--- config.mk ---
export PLATFORM = sky130hd
export DESIGN_NAME = stream_element_counter
export DESIGN_NICKNAME = d
export VERILOG_FILES = /design/src/rtl/stream_element_counter_pkg.sv /design/src/rtl/stream_element_counter_keep_popcount.sv /design/src/rtl/stream_element_counter.sv
export SDC_FILE = /design/constraint.sdc
export NUM_CORES = 1
export LEC_CHECK = 0
export CORE_ASPECT_RATIO = 1.4
export CORE_MARGIN = 2
export CORE_UTILIZATION = 45
export CTS_BUF_LIST = sky130_fd_sc_hd__clkbuf_4 sky130_fd_sc_hd__clkbuf_8
export DETAILED_ROUTE_END_ITERATION = 10
export PLACE_DENSITY = 0.83
export SYNTH_ARGS = -nofsm -noshare
export SYNTH_HDL_FRONTEND = slang
export SYNTH_SLANG_ARGS = --single-unit
--- constraint.sdc ---
create_clock -name clk -period 10 [get_ports clk]
set_clock_uncertainty 0.2 [all_clocks]
set_input_delay 1.5 -clock clk [delete_from_list [all_inputs] [get_ports clk]]
set_output_delay 1.5 -clock clk [all_outputs]
set_load 0.005 [all_outputs]
--- src/rtl/stream_element_counter_pkg.sv ---
`default_nettype none
// ============================================================================
//  Module      : stream_element_counter_pkg
//  Description : Shared count type and saturating add used by keep-aware stages.
//  Revision    : 1.0 - initial release
// ============================================================================
package stream_element_counter_pkg;

    localparam int unsigned C_MAX_COUNT_WIDTH = 32;

    typedef logic [C_MAX_COUNT_WIDTH-1:0] count_t;
    typedef logic [C_MAX_COUNT_WIDTH:0]   wide_count_t;

    // Adds one bit wider than the operands and clamps to 2^width-1.
    function automatic count_t sat_add(
        input count_t      a,
        input count_t      b,
        input int unsigned width
    );
        wide_count_t sum;
        wide_count_t lim;
        sum = wide_count_t'(a) + wide_count_t'(b);
        lim = (wide_count_t'(1) << width) - wide_count_t'(1);
        if (sum > lim) begin
            sum = lim;
        end
        return sum[C_MAX_COUNT_WIDTH-1:0];
    endfunction

endpackage
`default_nettype wire

--- src/rtl/stream_element_counter_keep_popcount.sv ---
`default_nettype none
// ============================================================================
//  Module      : keep_popcount
//  Description : Combinational count of set bits in a keep vector.
//  Revision    : 1.0 - initial release
// ============================================================================
module keep_popcount #(
    parameter int unsigned NUM_ELEMENTS = 4,
    parameter int unsigned PC_WIDTH     = $clog2(NUM_ELEMENTS + 1)
) (
    input  logic [NUM_ELEMENTS-1:0] i_keep,
    output logic [PC_WIDTH-1:0]     o_count
);

    logic [PC_WIDTH-1:0] w_sum;

    always_comb begin
        w_sum = '0;
        for (int i = 0; i < NUM_ELEMENTS; i++) begin
            w_sum = w_sum + PC_WIDTH'(i_keep[i]);
        end
    end

    assign o_count = w_sum;

endmodule
`default_nettype wire

--- src/rtl/stream_element_counter.sv ---
`default_nettype none
// ============================================================================
//  Module      : stream_element_counter
//  Description : Forwards an ndata stream through one register slice and
//                reports the number of kept elements per stream on a side port.
//  Revision    : 1.0 - initial release
// ============================================================================
module stream_element_counter
    import stream_element_counter_pkg::*;
#(
    parameter int unsigned DATA_WIDTH   = 32,
    parameter int unsigned NUM_ELEMENTS = 4,
    parameter int unsigned COUNT_WIDTH  = 32
) (
    input  logic                                    clk,
    input  logic                                    rst,
    input  logic [NUM_ELEMENTS-1:0][DATA_WIDTH-1:0] i_data,
    input  logic [NUM_ELEMENTS-1:0]                 i_keep,
    input  logic                                    i_last,
    input  logic                                    i_valid,
    output logic                                    o_ready,
    output logic [NUM_ELEMENTS-1:0][DATA_WIDTH-1:0] o_data,
    output logic [NUM_ELEMENTS-1:0]                 o_keep,
    output logic                                    o_last,
    output logic                                    o_valid,
    input  logic                                    i_ready,
    output logic [COUNT_WIDTH-1:0]                  o_count_data,
    output logic                                    o_count_valid,
    input  logic                                    i_count_ready
);

    localparam int unsigned C_PC_WIDTH = $clog2(NUM_ELEMENTS + 1);

    logic [NUM_ELEMENTS-1:0][DATA_WIDTH-1:0] r_out_data;
    logic [NUM_ELEMENTS-1:0]                 r_out_keep;
    logic                                    r_out_last;
    logic                                    r_out_valid;
    logic [COUNT_WIDTH-1:0]                  r_count_data;
    logic                                    r_count_valid;
    logic [COUNT_WIDTH-1:0]                  r_acc;
    logic                                    r_sat;

    logic [C_PC_WIDTH-1:0]  w_pc;
    logic                   w_accept;
    count_t                 w_sum_full;
    logic [COUNT_WIDTH-1:0] w_sum;

    keep_popcount #(
        .NUM_ELEMENTS (NUM_ELEMENTS),
        .PC_WIDTH     (C_PC_WIDTH)
    ) u_keep_popcount (
        .i_keep  (i_keep),
        .o_count (w_pc)
    );

    // A last beat may only enter when the count slot is free or draining.
    assign o_ready  = (!r_out_valid || i_ready) &&
                      (!i_last || !r_count_valid || i_count_ready);
    assign w_accept = i_valid && o_ready;

    assign w_sum_full = sat_add(count_t'(r_acc), count_t'(w_pc), COUNT_WIDTH);
    assign w_sum      = r_sat ? {COUNT_WIDTH{1'b1}} : w_sum_full[COUNT_WIDTH-1:0];

    always_ff @(posedge clk) begin
        if (rst) begin
            r_out_valid <= 1'b0;
        end else if (w_accept) begin
            r_out_valid <= 1'b1;
        end else if (i_ready) begin
            r_out_valid <= 1'b0;
        end
    end

    always_ff @(posedge clk) begin
        if (w_accept) begin
            r_out_data <= i_data;
            r_out_keep <= i_keep;
            r_out_last <= i_last;
        end
    end

    always_ff @(posedge clk) begin
        if (rst) begin
            r_acc <= '0;
            r_sat <= 1'b0;
        end else if (w_accept) begin
            if (i_last) begin
                r_acc <= '0;
                r_sat <= 1'b0;
            end else begin
                r_acc <= w_sum;
                r_sat <= (w_sum == {COUNT_WIDTH{1'b1}});
            end
        end
    end

    always_ff @(posedge clk) begin
        if (rst) begin
            r_count_valid <= 1'b0;
        end else if (w_accept && i_last) begin
            r_count_valid <= 1'b1;
        end else if (i_count_ready) begin
            r_count_valid <= 1'b0;
        end
    end

    always_ff @(posedge clk) begin
        if (w_accept && i_last) begin
            r_count_data <= w_sum;
        end
    end

    assign o_data        = r_out_data;
    assign o_keep        = r_out_keep;
    assign o_last        = r_out_last;
    assign o_valid       = r_out_valid;
    assign o_count_data  = r_count_data;
    assign o_count_valid = r_count_valid;

endmodule
`default_nettype wire

==> results.json, run 1 <==
{
  "cts_buffer_depth": 2,
  "ctsRootBufferMaster": "clkbuf_8",
  "wl_per_cell_microns": 24.3,
  "route.vias.total": 5567,
  "met3_wirelength_microns": 3070,
  "hp-class": "flop to flop",
  "cpMaxStageDelayCell": "nor4_4",
  "reg2reg_depth": 7,
  "wl_met2_microns": 12600,
  "area_growth_pct": 47.3,
  "reg2reg_from": "r_acc[5]",
  "status": "finished, final reports clean",
  "io_pins": 306,
  "r2r-end": "r_sat",
  "numCtsBuffers": 17,
  "synth_cells": 498,
  "synth_flop_cell": "edfxtp_1",
  "avgSynthCellArea_sq_um": 15.3,
  "cp-start-kind": "primary input",
  "cpPeakStageDelay_ns": 0.73,
  "cts_tree": "done",
  "dp_hpwl_microns": 18900,
  "gp_congestion": 0.940,
  "ir_drop_mv": 0.0767,
  "maxCapViolations": 0,
  "required_ns": 10.19,
  "rrSetupSlack_ns": 6.67,
  "async_flop_share": 0,
  "yosysWarnings": 0,
  "htreeDepth": 4,
  "critical_path_class": "primary input to flop",
  "start_util": 0.456,
  "powerDensity_nw_per_um2": 147,
  "leakage_nw": 4.05,
  "dieArea_sq_um": 18000,
  "post_cts_buffers": 0,
  "drive_gt1_frac": 0.0808,
  "yosysMostFrequentCell": "edfxtp_1",
  "timing.final.hold_violations": 0,
  "cp.arrival_ns": 5.57,
  "drt-met1-wl_microns": 8490,
  "grt_max_degree": 88,
  "fmax_ghz": 0.186,
  "tightest_slew_ns": 1.10,
  "yosysTopAreaCellShare": 0.652,
  "gr-total-overflow": 0,
  "postRouteWirelength_microns": 24800,
  "first_global_vias": 5695,
  "clkLatencyLatePin_ns": 0.47,
  "ys_seq_elements": 200,
  "cts_num_sinks": 200,
  "grt_pass1_wl_microns": 35700,
  "top_layer": "met4",
  "endpoint": "r_sat",
  "whs_path_depth": 2,
  "syn_area_sq_um": 7600,
  "chipWidth_microns": 114,
  "finalMaxSlewViolations": 0,
  "via_per_inst": 5.45,
  "core_area_sq_um": 16700,
  "clk_pin_slew_ns": 0.10,
  "slew_headroom": 0.269,
  "synth-edff-count": 165,
  "ant_nets": 0,
  "fin_crit_sh": 0.537,
  "io_buffers": 305,
  "path_max_fanout": 14,
  "finalPower_mw": 1.65,
  "crit_top_cell": "ha_1",
  "grt_antenna_before_repair": 1,
  "yosysTopAreaCell": "edfxtp_1",
  "synth-seq-area-share": 0.744,
  "synth_common_cells": "165 x edfxtp_1, 49 x nor2_1, 36 x nand2_1, 35 x dfxtp_1, 25 x a22oi_1",
  "fp-row-count": 56,
  "rsz0062_at_grt": "false",
  "setup-tns-final_ns": 0,
  "crit_chain": "clkdlybuf4s50_1 -> ha_1 -> inv_1 -> fa_1 -> inv_1 -> ha_1 -> ha_1 -> a211oi_4 -> nor4_4 -> nand2_2 -> xor2_1 -> nand4b_1 -> or4b_1 -> a221oi_2",
  "drt_drc_violations_left": 0,
  "grtUsageTotal": 0.274,
  "ys_types": 63,
  "cp-startpoint": "i_keep[1]",
  "min_period_ns": 5.37,
  "dr.pass1.iters": 5,
  "setup_violations": 0,
  "fp.dieH_microns": 158,
  "fillers": 1199,
  "cts-resized-gates": 0,
  "fin_nets": 950,
  "drt_iter0_drc": 465,
  "synth_area_leaders": "edfxtp_1 65%, dfxtp_1 9.2%, a22oi_1 2.5%",
  "syn_nets": 643,
  "crit_path_end_kind": "flop",
  "cts_hold_buf": 0
}
==> worst max-delay path, delay by kind of cell <==
| kind | cells | cell delay (ns) |
|---|---|---|
| buf+inv | 3 | 0.55 |
| fa+ha+maj | 4 | 1.26 |
| simple gates | 4 | 1.66 |
| xor+xnor | 1 | 0.21 |
| compound gates | 2 | 0.37 |
==> report_power, final <==
part / total, mW / switching, mW / internal [mW] / leakage [nW]
clock: 0.492 / 0.290 / 0.202 / 0.183
sequential: 0.961 / 0.0125 / 0.949 / 1.89
combinational: 0.198 / 0.0804 / 0.117 / 1.97
==> logic make-up after synthesis <==
logic type | after synthesis | synth area share
AO/OA/AOI/OAI | 72 | 0.0723
AND/OR/NAND/NOR | 158 | 0.115
multiplexers | 1 | 0.00148
buffers and inverters | 37 | 0.0268
XOR/XNOR | 23 | 0.0265
adder cells (fa/ha/maj) | 7 | 0.0135
flip-flops | 200 | 0.744
==> worst min path at each step <==
stage / slack, ns / to / startpoint
2_1_floorplan: 0.26 / o_count_valid / o_count_valid
3_3_place_gp: 0.26 / o_count_valid / o_count_valid
3_5_place_dp: 0.29 / o_count_valid / o_count_valid
4_1_cts: 0.30 / o_count_valid / o_count_valid
5_1_grt: 0.33 / o_count_valid / o_count_valid
6_report: 0.30 / o_count_valid / o_count_valid
==> per-stage QoR <==
| stage | hold slack (ns) | worst slack (ns) | utilization | std cells | cell area (sq um) |
|---|---|---|---|---|---|
| 6_report | 0.305 | 4.63 | 0.671 | 1021 | 11200 |
| 4_1_cts | 0.303 | 4.62 | 0.671 | 1020 | 11200 |
| 2_1_floorplan | 0.259 | 3.55 | - | 498 | 7600 |
| 5_1_grt | 0.331 | 4.42 | 0.671 | 1021 | 11200 |
| 3_3_place_gp | 0.261 | 4.22 | 0.649 | 989 | 10800 |
| 3_5_place_dp | 0.288 | 4.10 | 0.649 | 989 | 10800 |
==> registers in the layout (all words and copies together), names as in the netlist <==
name,flops
o_last,1
r_acc,32
o_data,128
o_valid,1
o_keep,4
r_sat,1
o_count_data,32
o_count_valid,1
==> layer usage <==
| metal | up-vias | track usage |
|---|---|---|
| li1 | 2491 | - |
| met1 | 2776 | 0.279 |
| met2 | 260 | 0.474 |
| met3 | 40 | 0.152 |
| met4 | 0 | 0.0923 |
| met5 | - | 0 |
==> cells in the final DEF (no fill, tap or decap), drive strengths merged, types with 3 or more instances in the layout <==
| master | synthesis | layout |
|---|---|---|
| nand4b | 4 | 4 |
| a31oi | 9 | 9 |
| inv | 13 | 17 |
| a31o | 3 | 3 |
| a21oi | 9 | 9 |
| nand4 | 14 | 14 |
| clkbuf | 13 | 17 |
| nor2 | 50 | 50 |
| clkinv | 0 | 6 |
| o22ai | 4 | 4 |
| nand2 | 38 | 38 |
| o21ai | 5 | 5 |
| or2 | 4 | 4 |
| nand3 | 12 | 12 |
| nand2b | 3 | 3 |
| buf | 11 | 7 |
| clkinvlp | 0 | 3 |
| xor2 | 12 | 12 |
| nor4 | 8 | 8 |
| ha | 5 | 5 |
| a22oi | 25 | 25 |
| xnor2 | 11 | 11 |
| nor3 | 10 | 10 |
| a21o | 3 | 3 |
| dfxtp | 35 | 35 |
| clkdlybuf4s50 | 0 | 305 |
| edfxtp | 165 | 165 |
==> cell type report <==
type,instances,area (sq um),share of cell area
clock inverters,14,144,0.0129
flip-flops and latches,200,5660,0.505
inverters,13,53.8,0.00481
multi-input cells,261,1750,0.156
repair buffers,312,3110,0.277
well taps,203,254,0.0227
clock buffers,17,234,0.0209
diodes,1,2.50,0.000224
Power figures use the tool's default switching activity.
==> inputs of run 2 (changes only) <==
==> constraint.sdc (replaced) <==
create_clock -name clk -period 5.24 [get_ports clk]
set_clock_uncertainty 0.2 [all_clocks]
set_input_delay 0.786 -clock clk [delete_from_list [all_inputs] [get_ports clk]]
set_output_delay 0.786 -clock clk [all_outputs]
set_load 0.005 [all_outputs]
==> run 2 against run 1 <==
Core utilization up 0.47 points. Sequential power rose by 90%. Global-route usage fell by 0.98 points. Non-clock buffer count is 7 higher. Largest power group unchanged. Critical path type unchanged. Die area did not move. Worst setup slack lost 3.8 ns. Wire length is 2.4% lower.
==> results.json, run 2 (same netlist as run 1, synthesis figures left out) <==
{
  "status": "finished, final reports clean",
  "critical_path_class": "primary input to flop",
  "post_cts_buffers": 0,
  "cp-start-kind": "primary input",
  "cts_buffer_depth": 2,
  "area_growth_pct": 48.4,
  "fp.dieH_microns": 158,
  "via_per_inst": 5.30,
  "grt_antenna_before_repair": 1,
  "final_core_util": 0.676,
  "fin_nets": 957,
  "clkLatencyLatePin_ns": 0.46,
  "gr-total-overflow": 0,
  "slew_headroom": 0.448,
  "dr.pass1.iters": 5,
  "powerDensity_nw_per_um2": 283,
  "htreeDepth": 4,
  "timing.final.hold_violations": 0,
  "area.sequential_sq_um": 5660,
  "drt_iter0_drc": 393,
  "grt_max_degree": 136,
  "dp_hpwl_microns": 18700,
  "first_global_vias": 5509,
  "min_period_ns": 4.41,
  "postRouteWirelength_microns": 24200,
  "io_pins": 306,
  "wl_per_cell_microns": 23.5,
  "maxCapViolations": 0,
  "start_util": 0.456,
  "tightest_slew_ns": 0.821,
  "multi_input_comb_area_sq_um": 1750,
  "drive_gt1_frac": 0.0885,
  "ir_drop_mv": 0.120,
  "io_buffers": 305,
  "numCtsBuffers": 17,
  "finalMaxSlewViolations": 0,
  "fmax_ghz": 0.227,
  "setup_violations": 0,
  "cts-resized-gates": 0,
  "ant_nets": 0,
  "cp.arrival_ns": 4.58,
  "drt_drc_violations_left": 0,
  "dieArea_sq_um": 18000,
  "fp-row-count": 56,
  "clk_pin_slew_ns": 0.10,
  "grt_pass1_wl_microns": 34000,
  "grtUsageTotal": 0.264,
  "route.vias.total": 5457,
  "largest_reg_flops": 128,
  "path_max_fanout": 5,
  "fillers": 1173,
  "cts_tree": "done",
  "fin_crit_sh": 0.841,
  "hp-class": "flop to flop",
  "chipWidth_microns": 114,
  "final_cell_mix": "305 x clkdlybuf4s50_1, 165 x edfxtp_1, 49 x nor2_1",
  "rsz0062_at_grt": "false",
  "required_ns": 5.42,
  "cts_hold_buf": 0,
  "gp_congestion": 0.972,
  "final_common_cell": "clkdlybuf4s50_1",
  "core_area_sq_um": 16700,
  "crit_path_end_kind": "flop",
  "setup-tns-final_ns": 0,
  "ctsRootBufferMaster": "clkbuf_8",
  "cts_num_sinks": 200,
  "leakage_nw": 4.09
}
[run 2: cell types whose count changed in the layout (fill, tap and decap cells not counted)]
cell / change
buf_12: +1
clkinv_8: -1
clkinvlp_4: +1
bufinv_16: +1
clkbuf_4: +2
clkinv_4: -3
buf_4: +6
clkinv_1: +1
[run 2: path summary, 6_finish.rpt]
| kind | from | end | slack [ns] | cells past startpoint |
|---|---|---|---|---|
| hold reg to reg | o_count_valid | o_count_valid | 0.30 | 2 |
| setup reg to reg | r_acc[0] | r_sat | 2.13 | 9 |
| setup / recovery | i_keep[0] | r_sat | 0.83 | 14 |
| hold / removal | o_count_valid | o_count_valid | 0.30 | 2 |
[run 2: stage by stage]
stage / power [mW] / setup slack [ns] / instances / instance area (sq um) / hold WS (ns)
6_report: 3.19 / 0.833 / 1029 / 11300 / 0.297
5_1_grt: 3.29 / 0.714 / 1028 / 11300 / 0.323
4_1_cts: 3.21 / 0.852 / 1028 / 11300 / 0.300
3_5_place_dp: 2.25 / 0.361 / 996 / 10900 / 0.285
3_3_place_gp: 2.24 / 0.418 / 996 / 10900 / 0.263
2_1_floorplan: 1.95 / 0.673 / 498 / 7600 / 0.259
[run 2: report_power, final]
part           total (mW)  leakage [nW]  switching (mW)  internal [mW]
combinational       0.375          2.01           0.150          0.225
sequential           1.83          1.89          0.0238           1.81
clock               0.978         0.193           0.536          0.441
[run 2: critical path, stage by stage]
cell	delay, ns
clkdlybuf4s50_1	0.43
ha_1	0.31
inv_1	0.06
fa_1	0.48
inv_1	0.05
ha_1	0.24
fa_1	0.47
a21o_2	0.29
nand4_4	0.12
nor3_2	0.06
xnor2_1	0.15
nor4_1	0.36
or4b_1	0.51
a221oi_2	0.27
[run 2: metal layers]
layer | GRT usage | part of all wire
met4 | 0.0964 | 0.025
met1 | 0.263 | 0.33
met3 | 0.149 | 0.13
met2 | 0.459 | 0.51
met5 | 0 | 0
[run 2: final cells by class]
class,instances,area share
sequential,200,0.502
clock inverter,13,0.0128
clock buffer,19,0.0221
antenna,1,0.000222
timing repair buffer,319,0.281
tap,203,0.0225
inverter,13,0.00466
multi-input combinational,261,0.155
==> inputs of run 3 (changes only) <==
==> constraint.sdc (replaced) <==
create_clock -name clk -period 4.2 [get_ports clk]
set_clock_uncertainty 0.2 [all_clocks]
set_input_delay 0.63 -clock clk [delete_from_list [all_inputs] [get_ports clk]]
set_output_delay 0.63 -clock clk [all_outputs]
set_load 0.005 [all_outputs]
==> run 3 against run 2 <==
Highest routed layer unchanged. Largest cell class unchanged. Via count rose by 4.9%. Critical path depth increased by 1. Register-to-register slack got worse by 0.94 ns.
==> results.json, run 3 (same netlist as run 1, synthesis figures left out) <==
{
  "first_global_vias": 5793,
  "critical_path_class": "primary input to flop",
  "via_per_inst": 5.37,
  "tightest_slew_ns": 0.754,
  "met2_usage": 0.489,
  "grt_antenna_before_repair": 1,
  "status": "finished, final reports clean",
  "cts_num_sinks": 200,
  "final_core_util": 0.699,
  "dieArea_sq_um": 18000,
  "hold_ws_ns": 0.325,
  "postRouteWirelength_microns": 25500,
  "numCtsBuffers": 17,
  "cp.arrival_ns": 4.27,
  "p_int_mw": 3.05,
  "route.vias.total": 5727,
  "setup_violations": 0,
  "power_frac_seq": 0.572,
  "fillers": 1164,
  "start_util": 0.456,
  "largest_reg_flops": 128,
  "finalInstanceArea_sq_um": 11700,
  "gp_congestion": 0.944,
  "hp-class": "flop to flop",
  "cts_buffer_depth": 2,
  "ant_nets": 0,
  "fp-row-count": 56,
  "cts_tree": "done",
  "chipWidth_microns": 114,
  "fin_crit_sh": 0.968,
  "powerDensity_nw_per_um2": 343,
  "crit_path_end_kind": "flop",
  "timing.final.hold_violations": 0,
  "required_ns": 4.40,
  "dp_hpwl_microns": 19400,
  "area_growth_pct": 53.4,
  "rrSetupSlack_ns": 1.19,
  "finalPower_mw": 4.00,
  "path_max_fanout": 3,
  "grt_pass1_wl_microns": 35800,
  "grtUsageMet3": 0.127,
  "area.sequential_sq_um": 5660,
  "clkPwrFrac": 0.306,
  "ir_drop_mv": 0.179,
  "wl_per_cell_microns": 23.9,
  "grt.busiest_layer": "met2",
  "gr-total-overflow": 0,
  "grtUsageTotal": 0.276,
  "drt_drc_violations_left": 0,
  "grt_max_degree": 136,
  "dp_worst_setup_slack_ns": -0.544,
  "switching_share": 0.239,
  "cts_hold_buf": 0,
  "fin_ws_ns": 0.133,
  "final_common_cell": "clkdlybuf4s50_1",
  "io_pins": 306,
  "core_area_sq_um": 16700,
  "ctsRootBufferMaster": "clkbuf_8",
  "power_frac_comb": 0.122,
  "leakage_nw": 4.29,
  "io_buffers": 305,
  "fmax_ghz": 0.246,
  "fp.dieH_microns": 158,
  "fin_nets": 994,
  "htreeDepth": 4,
  "multi_input_comb_area_sq_um": 1830,
  "finalMaxSlewViolations": 0,
  "slew_headroom": 0.497,
  "placed_area_sq_um": 11200,
  "drive_gt1_frac": 0.145,
  "final_cell_mix": "305 x clkdlybuf4s50_1, 165 x edfxtp_1, 49 x nor2_1, 49 x buf_4",
  "grtUsageMet1": 0.280,
  "clk_pin_slew_ns": 0.11,
  "drt_iter0_drc": 644,
  "p_sw_mw": 0.954,
  "cp-start-kind": "primary input",
  "clkLatencyLatePin_ns": 0.47,
  "maxCapViolations": 0,
  "min_period_ns": 4.07,
  "dr.pass1.iters": 5
}
==> run 3: path summary, 6_finish.rpt <==
kind / depth (start not counted) / to / start
max: 15 / r_sat / i_keep[1]
max reg2reg: 7 / r_sat / r_acc[12]
min reg2reg: 2 / o_count_valid / o_count_valid
min: 2 / o_count_valid / o_count_valid
==> run 3: critical path, cell delays in order <==
cell             delay [ns]
clkdlybuf4s50_1        0.45
ha_1                   0.31
inv_1                  0.05
fa_1                   0.36
inv_1                  0.06
ha_1                   0.25
ha_4                   0.30
a211oi_4               0.07
buf_4                  0.16
nor4b_4                0.28
o21ai_2                0.10
a2111oi_4              0.29
nand4b_1               0.15
or4b_4                 0.53
a221oi_2               0.26
==> run 3: power by group through the flow <==
stage | registers (mW) | clock network [mW] | logic (mW)
global placement | 2.33 | 0 | 0.471
CTS | 2.29 | 1.25 | 0.484
floorplan | 2.35 | 0 | 0.0932
detailed placement | 2.33 | 0 | 0.480
global route | 2.30 | 1.32 | 0.514
finish | 2.29 | 1.22 | 0.488
==> run 3: layout make-up <==
type	count	share of cell area
Inverter	13	0.00483
Multi-Input combinational cell	261	0.157
Clock buffer	17	0.0201
Clock inverter	15	0.0141
Sequential cell	200	0.485
Timing Repair Buffer	356	0.297
Tap cell	203	0.0218
Antenna cell	1	0.000215
==> run 3: through the flow <==
step	std cells	setup TNS, ns
after floorplan	498	-6.46
after global placement	1030	-15.21
after detailed placement	1030	-19.22
after CTS	1064	0
after global routing	1066	-0.00303
final	1066	0
==> run 3: repair_timing <==
action                                  CTS  global route
buffers inserted                          2             1
gates resized for setup                   0            11
endpoints found under the setup margin    1            25
pin swaps                                 1             5
==> run 3: per-layer routing <==
layer  vias to the layer above  share of wire
li1                       2583              -
met1                      2815           0.34
met2                       271           0.52
met3                        58           0.11
met4                         0          0.038
met5                         -              0
